`src/rtl/ssd_pkg.sv`:
```
// Shared constants and the hex-to-seven-segment table for the SSD scanner.
package ssd_pkg;

    // All cathodes released (active-low), used whenever a digit is dark
    localparam logic [7:0] SEG_OFF = 8'hFF;

    // Bit positions inside the cathode byte {Ca,Cb,Cc,Cd,Ce,Cf,Cg,Dp}
    localparam int CATH_A_BIT  = 7;
    localparam int CATH_B_BIT  = 6;
    localparam int CATH_C_BIT  = 5;
    localparam int CATH_D_BIT  = 4;
    localparam int CATH_E_BIT  = 3;
    localparam int CATH_F_BIT  = 2;
    localparam int CATH_G_BIT  = 1;
    localparam int CATH_DP_BIT = 0;

    // Nibble to active-low abcdefg pattern
    function automatic logic [6:0] hex_to_seg(input logic [3:0] nib);
        logic [6:0] seg;
        case (nib)
            4'h0: seg = 7'b0000001;
            4'h1: seg = 7'b1001111;
            4'h2: seg = 7'b0010010;
            4'h3: seg = 7'b0000110;
            4'h4: seg = 7'b1001100;
            4'h5: seg = 7'b0100100;
            4'h6: seg = 7'b0100000;
            4'h7: seg = 7'b0001111;
            4'h8: seg = 7'b0000000;
            4'h9: seg = 7'b0000100;
            4'hA: seg = 7'b0001000;
            4'hB: seg = 7'b1100000;
            4'hC: seg = 7'b0110001;
            4'hD: seg = 7'b1000010;
            4'hE: seg = 7'b0110000;
            default: seg = 7'b0111000;
        endcase
        return seg;
    endfunction

endpackage

```
`src/rtl/ssd_hex_decoder.sv`:
```
// Combinational nibble to active-low abcdefg decoder.
module ssd_hex_decoder
    import ssd_pkg::*;
(
    input  logic [3:0] nibble,
    output logic [6:0] seg
);

    assign seg = hex_to_seg(nibble);

endmodule

```
`src/rtl/ssd_scan_ctrl.sv`:
```
// N-digit multiplexed seven-segment scanner with frame latching,
// leading-zero blanking, PWM brightness and dead time between digit slots.
module ssd_scan_ctrl
    import ssd_pkg::*;
#(
    parameter int N_DIGITS      = 8,
    parameter int SCAN_DIV_LOG2 = 18,
    parameter int BRIGHT_W      = 4,
    parameter int DEAD_CYC      = 64
) (
    input  logic                    ClkPort,
    input  logic                    Reset,
    input  logic [4*N_DIGITS-1:0]   value,
    input  logic [N_DIGITS-1:0]     dp_mask,
    input  logic [N_DIGITS-1:0]     digit_en,
    input  logic                    lz_blank,
    input  logic                    load,
    input  logic [BRIGHT_W-1:0]     brightness,
    output logic [N_DIGITS-1:0]     anodes,
    output logic [7:0]              cathodes,
    output logic                    frame_tick
);

    localparam int IDX_W = (N_DIGITS > 1) ? $clog2(N_DIGITS) : 1;
    localparam logic [IDX_W-1:0] IDX_LAST = IDX_W'(N_DIGITS - 1);

    logic [SCAN_DIV_LOG2-1:0] presc;
    logic [IDX_W-1:0]         idx;
    logic                     presc_tc;
    logic                     wrap;

    logic [4*N_DIGITS-1:0]    shadow_value;
    logic [N_DIGITS-1:0]      shadow_dp;
    logic [N_DIGITS-1:0]      shadow_en;
    logic [4*N_DIGITS-1:0]    disp_value;
    logic [N_DIGITS-1:0]      disp_dp;
    logic [N_DIGITS-1:0]      disp_en;

    logic [N_DIGITS-1:0]      lz_mask;
    logic                     upper_zero;
    logic [3:0]               cur_nibble;
    logic                     cur_dp;
    logic                     cur_en;
    logic                     cur_lz;
    logic [6:0]               cur_seg;
    logic                     in_dead;
    logic                     bright_on;
    logic                     lit;

    assign presc_tc = &presc;
    assign wrap     = presc_tc && (idx == IDX_LAST);

    // Free-running prescaler; its terminal count steps the digit index, wrapping after the last digit
    always_ff @(posedge ClkPort or posedge Reset) begin
        if (Reset) begin
            presc <= '0;
            idx   <= '0;
        end else begin
            presc <= presc + 1'b1;
            if (presc_tc) begin
                idx <= (idx == IDX_LAST) ? '0 : idx + 1'b1;
            end
        end
    end

    // Shadow captures on load; display takes the old shadow at the frame wrap so a frame never tears
    always_ff @(posedge ClkPort or posedge Reset) begin
        if (Reset) begin
            shadow_value <= '0;
            shadow_dp    <= '0;
            shadow_en    <= '0;
            disp_value   <= '0;
            disp_dp      <= '0;
            disp_en      <= '0;
            frame_tick   <= 1'b0;
        end else begin
            if (load) begin
                shadow_value <= value;
                shadow_dp    <= dp_mask;
                shadow_en    <= digit_en;
            end
            if (wrap) begin
                disp_value <= shadow_value;
                disp_dp    <= shadow_dp;
                disp_en    <= shadow_en;
            end
            frame_tick <= wrap;
        end
    end

    // A digit is a leading zero when it and every digit above it are zero; digit 0 is never blanked
    always_comb begin
        lz_mask    = '0;
        upper_zero = 1'b1;
        for (int k = N_DIGITS - 1; k >= 0; k--) begin
            upper_zero = upper_zero & (disp_value[4*k +: 4] == 4'h0);
            if (k != 0) begin
                lz_mask[k] = lz_blank & upper_zero;
            end
        end
    end

    // Select nibble, DP, enable and blank flag of the digit currently being scanned
    always_comb begin
        cur_nibble = '0;
        cur_dp     = 1'b0;
        cur_en     = 1'b0;
        cur_lz     = 1'b0;
        for (int k = 0; k < N_DIGITS; k++) begin
            if (idx == IDX_W'(k)) begin
                cur_nibble = disp_value[4*k +: 4];
                cur_dp     = disp_dp[k];
                cur_en     = disp_en[k];
                cur_lz     = lz_mask[k];
            end
        end
    end

    ssd_hex_decoder u_dec (
        .nibble (cur_nibble),
        .seg    (cur_seg)
    );

    assign in_dead   = presc < SCAN_DIV_LOG2'(DEAD_CYC);
    assign bright_on = (&brightness) || (presc[SCAN_DIV_LOG2-1 -: BRIGHT_W] < brightness);
    assign lit       = cur_en && !cur_lz && !in_dead && bright_on;

    // Registered drivers: light the selected digit or release everything
    always_ff @(posedge ClkPort or posedge Reset) begin
        if (Reset) begin
            anodes   <= '1;
            cathodes <= SEG_OFF;
        end else if (lit) begin
            anodes   <= ~(N_DIGITS'(1) << idx);
            cathodes <= {cur_seg, ~cur_dp};
        end else begin
            anodes   <= '1;
            cathodes <= SEG_OFF;
        end
    end

endmodule

```
`config.mk`:
```
export PLATFORM = sky130hd
export DESIGN_NAME = ssd_scan_ctrl
export DESIGN_NICKNAME = d
export VERILOG_FILES = /design/src/rtl/ssd_pkg.sv /design/src/rtl/ssd_hex_decoder.sv /design/src/rtl/ssd_scan_ctrl.sv
export SDC_FILE = /design/constraint.sdc
export NUM_CORES = 1
export LEC_CHECK = 0
export ABC_AREA = 1
export CAP_MARGIN = 30
export CORE_MARGIN = 4
export CORE_UTILIZATION = 42
export DETAILED_ROUTE_END_ITERATION = 7
export PLACE_DENSITY = 0.7
export SETUP_SLACK_MARGIN = 0.05
export SKIP_CTS_REPAIR_TIMING = 1
export SLEW_MARGIN = 5
export SYNTH_ARGS = -nofsm -noshare
export SYNTH_HDL_FRONTEND = slang
export SYNTH_HIERARCHICAL = 1
export SYNTH_SLANG_ARGS = --single-unit
```
`constraint.sdc`:
```
create_clock -name ClkPort -period 9.5 [get_ports ClkPort]
set_clock_uncertainty 0.1 [all_clocks]
set_input_delay 2.85 -clock ClkPort [delete_from_list [all_inputs] [get_ports ClkPort]]
set_output_delay 2.85 -clock ClkPort [all_outputs]
set_load 0.02 [all_outputs]
```
==> impl_metrics.ini, run 1 <==
[global_route]
grt_max_degree = 97
grt_overflow_total = 0
grt_pass1_wl_um = 21200
grt_pass1_vias = 4515
antenna_found_initial = 0
grt_usage_pct = 16.0

[synthesis]
avgSynthCellArea_um2 = 8.65
synthMuxAreaShare_pct = 0
ys_seq_elements = 134
synthFlopType = dfrtp_1
syn_area_um2 = 6160
ys_top_cells_by_count = nand2_1, dfrtp_1, inv_1
synthXorXnorAreaFrac_pct = 2.13
async_flop_share_pct = 100
synth_compound_area_share_pct = 9.84
netlist-cell-type-count = 30
seq_area_frac_synth_pct = 54.8
synth.area.top_cells = dfrtp_1, nand2_1, dfstp_2
yosysMostFrequentCell = nand2_1
netlist_instances = 712
synth_top_area_share_pct = 48.0
synth_edf_count = 0
synth-warning-count = 6
synth_top_area_cell = dfrtp_1
synth-simple-area-share_pct = 21.0
synthAdderAreaFrac_pct = 3.46
synth_top_family_by_area = simple AND/OR/NAND/NOR gates
syn-num-nets = 785

[route]
avgRoutedWirePerCell_um = 12.5
first_pass_iters = 5
drc = 0
ant_nets = 0
via_per_inst = 4.75
drt_iter0_drc = 366
routed_wirelength_um = 12100
vias = 4601

[setup_path]
end_kind = output pin
start_kind = register
r2r_slack_ps = 6210
path_depth = 1
crit_chain = clkdlybuf4s50_1
max_stage_delay_ps = 610
cp.required_ps = 6550
worstPathArrival_ps = 1550
reg2reg_to = cathodes[4]$_DFF_PP1_
crit_slowest_cell = clkdlybuf4s50_1
reg2reg_depth = 19
cpLargestDelayFamily = buffers and inverters
crit_type = register to output pin
path_buf_inv = 1
r2r_start = idx[0]$_DFFE_PP0P_
path_max_fanout = 1

[sta]
max_freq_ghz = 0.222
setup_viol = 0
period_minus_slack_ps = 4500
min_period_over_period_pct = 47.4
setup-tns-final_ps = 0
slew_violations = 0
timing_hold_violations_final = 0
worst_slew_pin_slew_ps = 892
slew_headroom_pct = 40.5
rsz0062_at_grt = false

[worst_hold_path]
min_path_type = register to register
worstHoldStart = presc[0]$_DFF_PP0_
holdPathEnd = presc[0]$_DFF_PP0_
hold_path_depth = 1

[flow_run]
maxCapViolCount = 0

[pwr]
powerDensity_nw_per_um2 = 176
power_uw = 1330
p_leak_uw = 0.00365
irDropWorstVdd_uv = 151

[cells_and_area]
layout.nets = 850
antenna_cells = 0
fin_cells = 969
syn_to_final_growth_pct = 22.9
fillers = 1302
drive_above_1_share_pct = 8.62

[run_status]
outcome = finished clean

[clock_network]
root_buffer = clkbuf_16
clk-insertion-delay-late_ps = 420
clk_pin_slew_ps = 60
clock_path_buffers = 2
numCtsBuffers = 17
h-tree-depth = 4
cts_tree = yes
clkSinkCount = 134

[floorplanning]
die-height_um = 129
die_w_um = 129
pin_count = 73
die_area_um2 = 16700
rows = 43
fp.coreArea_um2 = 14100
start_util_pct = 43.7

[place]
portBuffers = 72
dp_cells = 938
place_congestion = 0.837
hpwl_um = 8400
worst max-delay path by stage:
stage	start	end
final	anodes[1]$_DFF_PP1_	anodes[1]
after floorplan	Reset	disp_dp[0]$_DFFE_PP0P_
after global placement	Reset	shadow_value[19]$_DFFE_PP0P_
after global routing	Reset	disp_value[1]$_DFFE_PP0P_
after detailed placement	Reset	shadow_value[17]$_DFFE_PP0P_
after CTS	anodes[1]$_DFF_PP1_	anodes[1]
through the flow:
stage | area (um^2) | hold WS (ps) | setup WS, ps | util, %
floorplan | 6160 | 322 | 2990 | -
global placement | 6950 | 344 | 4590 | 49.3
detailed placement | 6950 | 349 | 4580 | 49.3
CTS | 7560 | 359 | 4990 | 53.7
global route | 7560 | 374 | 4840 | 53.7
finish | 7560 | 356 | 5000 | 53.7
logic make-up (layout without fill, tap and decap cells):
logic type,after synthesis,count (layout)
simple gates,300,300
xor+xnor,15,15
flops,134,134
fa+ha+maj,17,17
compound gates,119,119
buf+inv,127,204
cell usage in the layout, fill, tap and decap left out, types with 9 or more instances in the layout:
master / count
o21ai_0: 69
clkbuf_16: 17
clkdlybuf4s50_1: 71
xor2_1: 9
nand2_1: 184
o21ai_1: 41
ha_1: 17
nand3_1: 57
nor2_1: 32
inv_1: 93
dfrtp_1: 118
dfstp_2: 16
layout make-up:
cell class              instances  area [um^2]  area share, %
flip-flops and latches        134         3370           44.6
multi-input cells             451         2240           29.6
repair buffers                 75          738           9.76
clock buffers                  20          467           6.17
inverters                      98          370           4.90
well taps                     180          225           2.98
clock inverters                11          149           1.97
routing by layer:
layer	track usage, %	up-vias	part of all wire (%)
met5	0	-	0
met4	5.68	0	1.6
met3	4.20	17	4.1
met2	24.3	89	44
met1	22.3	2100	50
li1	-	2395	-
registers in the layout (all words and copies together), names as in the netlist:
name,flops
anodes,8
idx,3
disp_en,8
shadow_en,8
shadow_dp,8
presc,18
disp_dp,8
disp_value,32
frame_tick,1
shadow_value,32
cathodes,8
power by group:
group / total, uW / internal [uW] / switching (uW)
clock network: 669 / 432 / 237
registers: 594 / 590 / 4.72
logic: 65.5 / 28.9 / 36.7
total: 1330 / 1050 / 278
Power figures use the tool's default switching activity.
==> inputs of run 2 (changes only) <==
==> constraint.sdc (replaced) <==
create_clock -name ClkPort -period 4.4 [get_ports ClkPort]
set_clock_uncertainty 0.1 [all_clocks]
set_input_delay 1.32 -clock ClkPort [delete_from_list [all_inputs] [get_ports ClkPort]]
set_output_delay 1.32 -clock ClkPort [all_outputs]
set_load 0.02 [all_outputs]
==> run 2 against run 1 <==
Final area is essentially flat. Worst setup slack lost 3800 ps. Via count is essentially flat. Combinational power grew 120%. Largest power group unchanged.
==> impl_metrics.ini, run 2 (same netlist as run 1, synthesis figures left out) <==
[run_status]
outcome = finished clean

[place]
portBuffers = 72
hpwl_um = 8570
place_congestion = 0.790

[route]
drc = 0
ant_nets = 0
drt_iter0_drc = 348
via_per_inst = 4.73
routed_wirelength_um = 12100
first_pass_iters = 4
vias = 4600
avgRoutedWirePerCell_um = 12.4

[setup_path]
worstPathArrival_ps = 3470
path_max_fanout = 12
cp.required_ps = 4630
end_kind = register
crit_chain = inv_1, ha_1, inv_1, nor2_1, nand3_1, nand3_1, o21ai_0, nand2_1, o211ai_1, nand2_1, a21oi_1, nor2_1, inv_1, nand2_1, nand2_1, nand2_1, nand2_1, inv_1, nand3_1
cpLargestDelayFamily = simple AND/OR/NAND/NOR gates
crit_type = register to register
path_buf_inv = 4
max_stage_delay_ps = 590
crit_slowest_cell = nor2_1
start_kind = register
cpMostUsedCell = nand2_1

[global_route]
grt_overflow_total = 0
grt_pass1_vias = 4374
grt_usage_pct = 15.6
grt_max_degree = 81
grt_pass1_wl_um = 20700
antenna_found_initial = 0

[sta]
period_minus_slack_ps = 3240
max_freq_ghz = 0.308
worst_slew_pin_slew_ps = 764
setup-tns-final_ps = 0
slew_violations = 0
min_period_over_period_pct = 73.7
timing_hold_violations_final = 0
setup_viol = 0
slew_headroom_pct = 48.9
rsz0062_at_grt = false

[cells_and_area]
final_common_cell = nand2_1
multi_input_area_um2 = 2240
syn_to_final_growth_pct = 23.0
reg_top3 = disp_value (32), shadow_value (32), presc (18)
regArea_um2 = 3370
drive_above_1_share_pct = 8.71
layout.nets = 852
final_cell_mix = nand2_1, dfrtp_1, inv_1
fillers = 1307
antenna_cells = 0

[floorplanning]
start_util_pct = 43.7
die_area_um2 = 16700
rows = 43
pin_count = 73
die_w_um = 129
die-height_um = 129
fp.coreArea_um2 = 14100

[clock_network]
root_buffer = clkbuf_16
clk_pin_slew_ps = 50
clk-insertion-delay-late_ps = 420
h-tree-depth = 4
numCtsBuffers = 17
clock_path_buffers = 2
clkSinkCount = 134
cts_tree = yes

[flow_run]
maxCapViolCount = 0

[worst_hold_path]
min_path_type = register to register

[pwr]
power_uw = 2790
p_leak_uw = 0.00366
irDropWorstVdd_uv = 218
powerDensity_nw_per_um2 = 368
## run 2: changes by cell type in the layout (fill, tap and decap cells not counted), sizes merged
| cell | delta |
|---|---|
| clkbuf | +4 |
| buf | +2 |
| bufinv | -2 |
| clkinv | +2 |
| inv | -2 |
| clkinvlp | -1 |
## run 2: final timing paths
check / cells past startpoint / slack, ps / start / to
max: 19 / 1160 / idx[0]$_DFFE_PP0P_ / cathodes[4]$_DFF_PP1_
min: 1 / 340 / presc[0]$_DFF_PP0_ / presc[0]$_DFF_PP0_
max reg2reg: 19 / 1160 / idx[0]$_DFFE_PP0P_ / cathodes[4]$_DFF_PP1_
min reg2reg: 1 / 340 / presc[0]$_DFF_PP0_ / presc[0]$_DFF_PP0_
max in group asynchronous: 3 / 2260 / Reset / disp_value[8]$_DFFE_PP0P_
min in group asynchronous: 2 / 1150 / Reset / presc[1]$_DFF_PP0_
## run 2: per-stage QoR
| stage | hold WS [ps] | utilization, % | setup WS, ps | cell area, um^2 | cells |
|---|---|---|---|---|---|
| after floorplan | 322 | - | 1330 | 6160 | 712 |
| after global placement | 341 | 49.4 | 1180 | 6970 | 939 |
| after detailed placement | 342 | 49.6 | 1090 | 6990 | 940 |
| after CTS | 350 | 53.7 | 1210 | 7570 | 972 |
| after global routing | 368 | 53.7 | 783 | 7570 | 972 |
| final | 344 | 53.7 | 1160 | 7570 | 972 |
## run 2: where the power goes
part	internal, uW	leakage [uW]	total [uW]	switching [uW]
Sequential	1270	0.00172	1280	9.68
Clock	861	0.000289	1360	502
Combinational	64.0	0.00166	143	79.3
## run 2: final cells by class
| cell class | instances | share of cell area, % |
|---|---|---|
| timing repair buffer | 77 | 10.3 |
| sequential | 134 | 44.6 |
| clock inverter | 8 | 0.925 |
| clock buffer | 24 | 6.76 |
| inverter | 98 | 4.91 |
| tap | 180 | 2.97 |
| multi-input combinational | 451 | 29.6 |
## run 2: layer usage
layer / up-vias / track usage, % / routed length [um]
li1: 2395 / - / -
met1: 2097 / 22.2 / 5880
met2: 93 / 22.9 / 5410
met3: 15 / 3.92 / 652
met4: 0 / 6.67 / 124
met5: - / 0 / 0
